`config.mk`:
```
export PLATFORM = sky130hd
export DESIGN_NAME = wb_burst_master
export DESIGN_NICKNAME = d
export VERILOG_FILES = /design/src/rtl/wb_burst_master.sv
export SDC_FILE = /design/constraint.sdc
export NUM_CORES = 1
export LEC_CHECK = 0
export BUFFER_PORTS_ARGS = -buffer_cell sky130_fd_sc_hd__buf_2
export CORE_ASPECT_RATIO = 1.75
export CORE_MARGIN = 10
export CORE_UTILIZATION = 30
export DETAILED_ROUTE_END_ITERATION = 16
export PLACE_DENSITY = 0.64
export SYNTH_ARGS = -nofsm -noshare
export SYNTH_HDL_FRONTEND = slang
export SYNTH_SLANG_ARGS = --single-unit
export TNS_END_PERCENT = 20
```
`constraint.sdc`:
```
create_clock -name wb_clk_i -period 2.98 [get_ports wb_clk_i]
set_clock_uncertainty 0.1 [all_clocks]
set_input_delay 0.447 -clock wb_clk_i [delete_from_list [all_inputs] [get_ports wb_clk_i]]
set_output_delay 0.447 -clock wb_clk_i [all_outputs]
set_load 0.01 [all_outputs]
```
`src/rtl/wb_burst_master.sv`:
```
`default_nettype none
// ============================================================================
//  Module   : wb_burst_master
//  Purpose  : Wishbone classic initiator. Runs one command at a time as a
//             sequence of single-beat reads or writes over consecutive word
//             addresses, fed by a write-data stream and draining into a
//             read-data stream.
//  Revision : 1.0  initial release
// ============================================================================
module wb_burst_master #(
    parameter int AW      = 16,
    parameter int DW      = 32,
    parameter int LENW    = 8,
    parameter int TIMEOUT = 255
) (
    input  logic              wb_clk_i,
    input  logic              wb_reset_i,
    // command
    input  logic              cmd_valid,
    output logic              cmd_ready,
    input  logic [AW-1:0]     cmd_addr,
    input  logic [LENW-1:0]   cmd_len,
    input  logic              cmd_we,
    // write-data stream
    input  logic              wr_valid,
    output logic              wr_ready,
    input  logic [DW-1:0]     wr_data,
    // read-data stream
    output logic              rd_valid,
    input  logic              rd_ready,
    output logic [DW-1:0]     rd_data,
    // status
    output logic              busy,
    output logic              done,
    output logic              err,
    // wishbone
    output logic [AW-1:0]     wb_adr_o,
    output logic [DW-1:0]     wb_dat_o,
    input  logic [DW-1:0]     wb_dat_i,
    output logic              wb_we_o,
    output logic [DW/8-1:0]   wb_sel_o,
    output logic              wb_cyc_o,
    output logic              wb_stb_o,
    input  logic              wb_ack_i,
    input  logic              wb_err_i
);

    // Counter only has to reach TIMEOUT-1: it counts completed REQ cycles.
    localparam int            TW       = (TIMEOUT > 1) ? $clog2(TIMEOUT) : 1;
    localparam logic [TW-1:0] TMO_LAST = TW'((TIMEOUT > 0) ? (TIMEOUT - 1) : 0);

    typedef enum logic [2:0] {
        S_IDLE  = 3'd0,
        S_WDAT  = 3'd1,
        S_REQ   = 3'd2,
        S_RHOLD = 3'd3,
        S_FIN   = 3'd4
    } state_t;

    state_t          state_q,   state_d;
    logic [AW-1:0]   addr_q,    addr_d;
    logic [LENW-1:0] cnt_q,     cnt_d;
    logic            we_q,      we_d;
    logic [DW-1:0]   wdat_q,    wdat_d;
    logic [DW-1:0]   rdat_q,    rdat_d;
    logic            rvld_q,    rvld_d;
    logic            started_q, started_d;   // a bus beat has been issued for this command
    logic            err_q,     err_d;
    logic [TW-1:0]   tmo_q,     tmo_d;
    logic            timeout;

    // Abort condition: the current beat has spent TIMEOUT cycles without a response.
    assign timeout = (TIMEOUT != 0) && (tmo_q == TMO_LAST);

    // Next-state and datapath updates; every register holds unless a state changes it.
    always_comb begin
        state_d   = state_q;
        addr_d    = addr_q;
        cnt_d     = cnt_q;
        we_d      = we_q;
        wdat_d    = wdat_q;
        rdat_d    = rdat_q;
        rvld_d    = rvld_q;
        started_d = started_q;
        err_d     = 1'b0;
        tmo_d     = '0;
        case (state_q)
            S_IDLE: begin
                started_d = 1'b0;
                if (cmd_valid) begin
                    addr_d  = cmd_addr;
                    cnt_d   = cmd_len;
                    we_d    = cmd_we;
                    state_d = cmd_we ? S_WDAT : S_REQ;
                end
            end
            S_WDAT: begin
                if (wr_valid) begin
                    wdat_d  = wr_data;
                    state_d = S_REQ;
                end
            end
            S_REQ: begin
                started_d = 1'b1;
                tmo_d     = tmo_q + 1'b1;
                if (wb_err_i || (!wb_ack_i && timeout)) begin
                    err_d   = 1'b1;
                    state_d = S_IDLE;
                end else if (wb_ack_i) begin
                    if (!we_q) begin
                        rdat_d  = wb_dat_i;
                        rvld_d  = 1'b1;
                        state_d = S_RHOLD;
                    end else if (cnt_q == '0) begin
                        state_d = S_FIN;
                    end else begin
                        addr_d  = addr_q + 1'b1;
                        cnt_d   = cnt_q - 1'b1;
                        state_d = S_WDAT;
                    end
                end
            end
            S_RHOLD: begin
                if (rd_ready) begin
                    rvld_d = 1'b0;
                    if (cnt_q == '0) begin
                        state_d = S_FIN;
                    end else begin
                        addr_d  = addr_q + 1'b1;
                        cnt_d   = cnt_q - 1'b1;
                        state_d = S_REQ;
                    end
                end
            end
            S_FIN:   state_d = S_IDLE;
            default: state_d = S_IDLE;
        endcase
    end

    // State and datapath registers; reset discards any command in flight.
    always_ff @(posedge wb_clk_i or posedge wb_reset_i) begin
        if (wb_reset_i) begin
            state_q   <= S_IDLE;
            addr_q    <= '0;
            cnt_q     <= '0;
            we_q      <= 1'b0;
            wdat_q    <= '0;
            rdat_q    <= '0;
            rvld_q    <= 1'b0;
            started_q <= 1'b0;
            err_q     <= 1'b0;
            tmo_q     <= '0;
        end else begin
            state_q   <= state_d;
            addr_q    <= addr_d;
            cnt_q     <= cnt_d;
            we_q      <= we_d;
            wdat_q    <= wdat_d;
            rdat_q    <= rdat_d;
            rvld_q    <= rvld_d;
            started_q <= started_d;
            err_q     <= err_d;
            tmo_q     <= tmo_d;
        end
    end

    // Bus and stream outputs decode straight from state so reset clears them at once.
    assign cmd_ready = (state_q == S_IDLE);
    assign wr_ready  = (state_q == S_WDAT);
    assign busy      = (state_q != S_IDLE);
    assign done      = (state_q == S_FIN);
    assign err       = err_q;
    assign rd_valid  = rvld_q;
    assign rd_data   = rdat_q;
    assign wb_adr_o  = addr_q;
    assign wb_dat_o  = wdat_q;
    assign wb_stb_o  = (state_q == S_REQ);
    assign wb_we_o   = wb_stb_o & we_q;
    assign wb_sel_o  = {(DW/8){wb_stb_o}};
    // cyc covers the whole burst once the first beat is out, including write-data waits.
    assign wb_cyc_o  = (state_q == S_REQ) || (state_q == S_RHOLD) ||
                       ((state_q == S_WDAT) && started_q);

endmodule
`default_nettype wire

```
# Yosys cells after proc, flatten, opt, wreduce, memory -nomap -nowiden
# Index checks and enable logic that the tools add are counted.
# classes
add_sub_neg	3
n_eq_ne	13
n_mux	33
bitwise_logic	3
n_reduce_logical	18
# ops
operator	n
16-bit 2-to-1 mux	6
8-bit 2-to-1 mux	7
16-bit one-hot mux with 3 select lines	1
3-bit 2-to-1 mux	8
8-bit one-hot mux with 3 select lines	1
16-bit by 1-bit adder with 16-bit output (second input constant)	1
3-bit one-hot mux with 4 select lines	1
2-bit inequality test (second input constant)	5
8-bit by 1-bit adder with 8-bit output (second input constant)	1
8-bit equality test (second input constant)	1
8-bit logical NOT	1
4-bit AND reduction	2
8-bit by 1-bit subtractor with 8-bit output (second input constant)	1
3-bit by 2-bit equality test with 1-bit output (second input constant)	2
1-bit 2-to-1 mux	6
6-bit AND reduction	1
3-bit nonzero test	2
5-bit AND reduction	1
2-bit by 1-bit inequality test with 1-bit output (second input constant)	2
1-bit one-hot mux with 2 select lines	2
2-bit AND reduction	2
2-bit nonzero test	2
3-bit by 1-bit equality test with 1-bit output (second input constant)	1
3-bit equality test (second input constant)	1
other kinds (8)	12
# totals
register_bits	103
out_inout_bits	93
word_cells	80

# Logic depth before layout (Yosys ltp)
# depth
word_depth	6
mapped_depth	9

# Worst setup path before layout
# OpenSTA, ideal clock, no wires.
# synth_path
path_kind	reg-to-reg
startpoint	register cnt_q[0]
endpoint	register addr_q[14] (netlist: wb_adr_o[14])
t_arrival_ps	2355
path_slack_ps	438
stages_incl_launch_ff	10
n_path_buf	2
synth_period_minus_slack_ps	2542
path_cell_list	dfrtp_1 inv_1 ha_1 or4b_4 or4_4 a31o_2 and2_1 buf_6 buf_6 a211oi_2
# synth_between
elab_chain_len	6
word_cells_on_any_way	7
classes_between	mux: 6; reduce/logical: 1
# synth_lines
item	line_no	text
start: declaration	62	logic [LENW-1:0] cnt_q, cnt_d;
start signal: assignment	156	cnt_q <= cnt_d;
8-bit logical NOT (*)	114, 126	
16-bit 2-to-1 mux (*)	--	
16-bit 2-to-1 mux (3 in series)	--	
16-bit one-hot mux with 3 select lines (*)	--	
end signal: assignment	155	addr_q <= addr_d;
end: declaration	61	logic [AW-1:0] addr_q, addr_d;
# Mark *: on every way between the ends. The rest lies on a longest branch, timed or not. The select of a mux whose other input is x is not followed.
# A chain may end at the register's enable or synchronous reset.

# Worst setup path in the final report
# layout_path
startpoint	register cnt_q[0]
endpoint	register addr_q[0] (netlist: wb_adr_o[0])
# The elaborated chain is that of the path after synthesis.

==> flow_summary_export.csv <==
group,metric,value,unit
status,status,"complete, no violations",
synthesis,synth_async_sr_flop_share,100,%
floorplan,pin_count,189,
placement,dpl.hpwl,10600,µm
global_routing,grt_pass1_wl,22200,µm
global_routing,track_usage,12.8,%
finish,area_delta_synth_final,30.1,%
setup_path,crit_required,3.12,ns
global_routing,gr-usage-met3,4.34,%
routing,wl_per_cell,17.4,µm
finish,stdcell_count,802,
clocking,cts_tree,"done",
clocking,clk_pin_slew_worst_paths,0.07,ns
routing,via_count,4052,
placement,io_buffers,188,
clocking,cts_resized,0,
finish,finalNetCount,708,
floorplan,die_w,115,µm
synthesis,yosysSeqAreaShare,53.9,%
sta,setup_viol,0,
synthesis,synth_seq_cells,103,
clocking,cts_buffers,9,
setup_path,path_class,"reg -> reg",
clocking,cts_root_buffer,"clkbuf_16",
finish,num-fill-cells,1592,
finish,multiInputGateArea,0.00201,mm²
global_routing,grt_max_degree,104,
sta,finalMaxSlewViolations,0,
sta,hold_violations,0,
sta,maxSlewHeadroom,59.4,%
min_path,min_path_type,"in -> async",
global_routing,use_met1,13.3,%
clocking,cts.sinks,103,
floorplan,num_rows,61,
floorplan,die_h,187,µm
clocking,cts_max_path_buffers,2,
clocking,cts_hold_buffers,0,
global_routing,first_global_vias,4272,
routing,vias_per_cell,5.05,
clocking,htreeDepth,3,
global_routing,overflow,0,
setup_path,arrival,2.84,ns
sta,fin_crit_sh,90.9,%
finish,seq_area,0.00258,mm²
finish,drive_above_1_share,48.0,%
power,p_leak,2.92,nW
power,totalPowerFinal,0.00673,W
job,cap_violations,0,
sta,rsz0062_at_grt,"false",
synthesis,syn_inst,429,
sta,fin_crit,2.71,ns
synthesis,synth.avg_cell_area,11.1,µm²
sta,timing.fmax,0.369,GHz
placement,dp_cells,786,
setup_path,worstSetupStartpoint,"cnt_q[0]",
routing,drc,0,
clocking,cts_setup_buffers,0,
routing,drt_pass1_iterations,4,
sta,tns,0,ns
routing,ant_nets,0,
power,power_density,1080,mW/mm²
power,vdd_drop_max,433,µV
floorplan,die-area,0.0216,mm²
synthesis,yosysWarnings,0,
synthesis,syn_area,0.00478,mm²
synthesis,synth_cell_types,53,
synthesis,syn-num-nets,529,
finish,diodes,0,
setup_path,crit_fanout,22,
placement,gp_congestion,0.830,
synthesis,synth_edf_count,0,
global_routing,top_usage_layer,"met2",
setup_path,critPathLaunchType,"flop",
global_routing,gr-usage-met2,23.0,%
setup_path,crit_path_end_kind,"flop",
routing,routed_wl,13900,µm
setup_path,worstReg2RegStart,"cnt_q[0]",
clocking,insertion_delay,0.34,ns
global_routing,antenna_found_initial,1,
sta,worst_pin_slew,0.609,ns
floorplan,initial_core_util,30.3,%
floorplan,core-area,0.0158,mm²
synthesis,ys.flop_type,"dfrtp_1",
routing,drt_iter0_drc,90,
flip-flops by register name, summed over array words and instances (netlist names):
signal and cells:
cnt_q 8, err 1, rd_data 32, rd_valid 1, started_q 1, state_q 3
tmo_q 8, wb_adr_o 16, wb_dat_o 32, we_q 1
worst paths after layout:
check	end	slack (ns)	depth (start not counted)
worst max-delay path	wb_adr_o[0]	0.27	8
worst min-delay path	wb_dat_o[24]	0.11	3
worst max register to register	wb_adr_o[0]	0.27	8
worst min register to register	started_q	0.38	2
max in group asynchronous	wb_adr_o[9]	2.15	3
min in group wb_clk_i	wb_dat_o[14]	0.23	2
Yosys cell counts, types with 3 or more instances:
cell type    n  area (µm²)
nor3_1       7        35.0
buf_2        3        15.0
ha_1         4        50.1
or3_1        3        18.8
a21oi_1     35         175
o22ai_1      3        18.8
xor2_1       3        26.3
o21ai_0     19        95.1
nand2_1     28         105
buf_1        3        11.3
nand4_1      5        31.3
mux2_2      64         721
nor4_1       3        18.8
buf_6        3        33.8
nand3_1     19        95.1
buf_4        4        30.0
inv_1       15        56.3
clkbuf_1    16        60.1
a31o_2       4        35.0
nor2_1      25        93.8
a31oi_1     16         100
dfrtp_1    103        2580
or2_2        3        18.8
power breakdown:
group          internal (W)  switching (W)  total, W
logic               0.00134        0.00162   0.00296
clock network      0.000683       0.000531   0.00121
registers           0.00205       0.000502   0.00256
total               0.00408        0.00266   0.00673
placed cells by master, fill, tap and decap left out, types with 9 or more instances in the layout:
master and n:
mux2_2 64, clkbuf_16 9, nor2_1 24, nand2_1 28, inv_1 14, buf_2 188
a21oi_1 35, dfrtp_1 103, o21ai_0 19, nand3_1 19, a31oi_1 15
final cells by class:
type	count	share of cell area (%)
Clock buffer	11	3.90
Clock inverter	5	1.03
Tap cell	189	3.80
Sequential cell	103	41.5
Timing Repair Buffer	197	16.4
Inverter	15	0.966
Multi-Input combinational cell	282	32.4
critical path, stage by stage (launching register included):
cell and delay [ns]:
dfrtp_1 0.39, inv_1 0.09, ha_1 0.21, or4b_4 0.51
or4_4 0.47, a31o_2 0.23, and2_1 0.15, buf_4 0.21
a22o_1 0.23
per-stage QoR:
stage	cell area, µm²	setup slack (ns)	utilization (%)	hold WS, ns
floorplan	4780	0.438	-	0.347
global placement	5910	0.354	37.4	0.370
detailed placement	5910	0.286	37.4	0.366
CTS	6220	0.282	39.3	0.192
global route	6220	0.183	39.3	0.172
finish	6220	0.272	39.3	0.114
metal layers:
| metal | wire length [µm] | up-vias |
|---|---|---|
| li1 | - | 1898 |
| met1 | 5160 | 1997 |
| met2 | 7450 | 134 |
| met3 | 1050 | 23 |
| met4 | 289 | 0 |
| met5 | 0 | - |
logic make-up after synthesis:
kind of cell	synth area share (%)
adder cells (fa/ha/maj)	1.05
AO/OA/AOI/OAI	13.0
XOR/XNOR	0.916
buffers and inverters	4.32
flip-flops	53.9
multiplexers	15.5
AND/OR/NAND/NOR	11.3
Power figures use the tool's default switching activity.
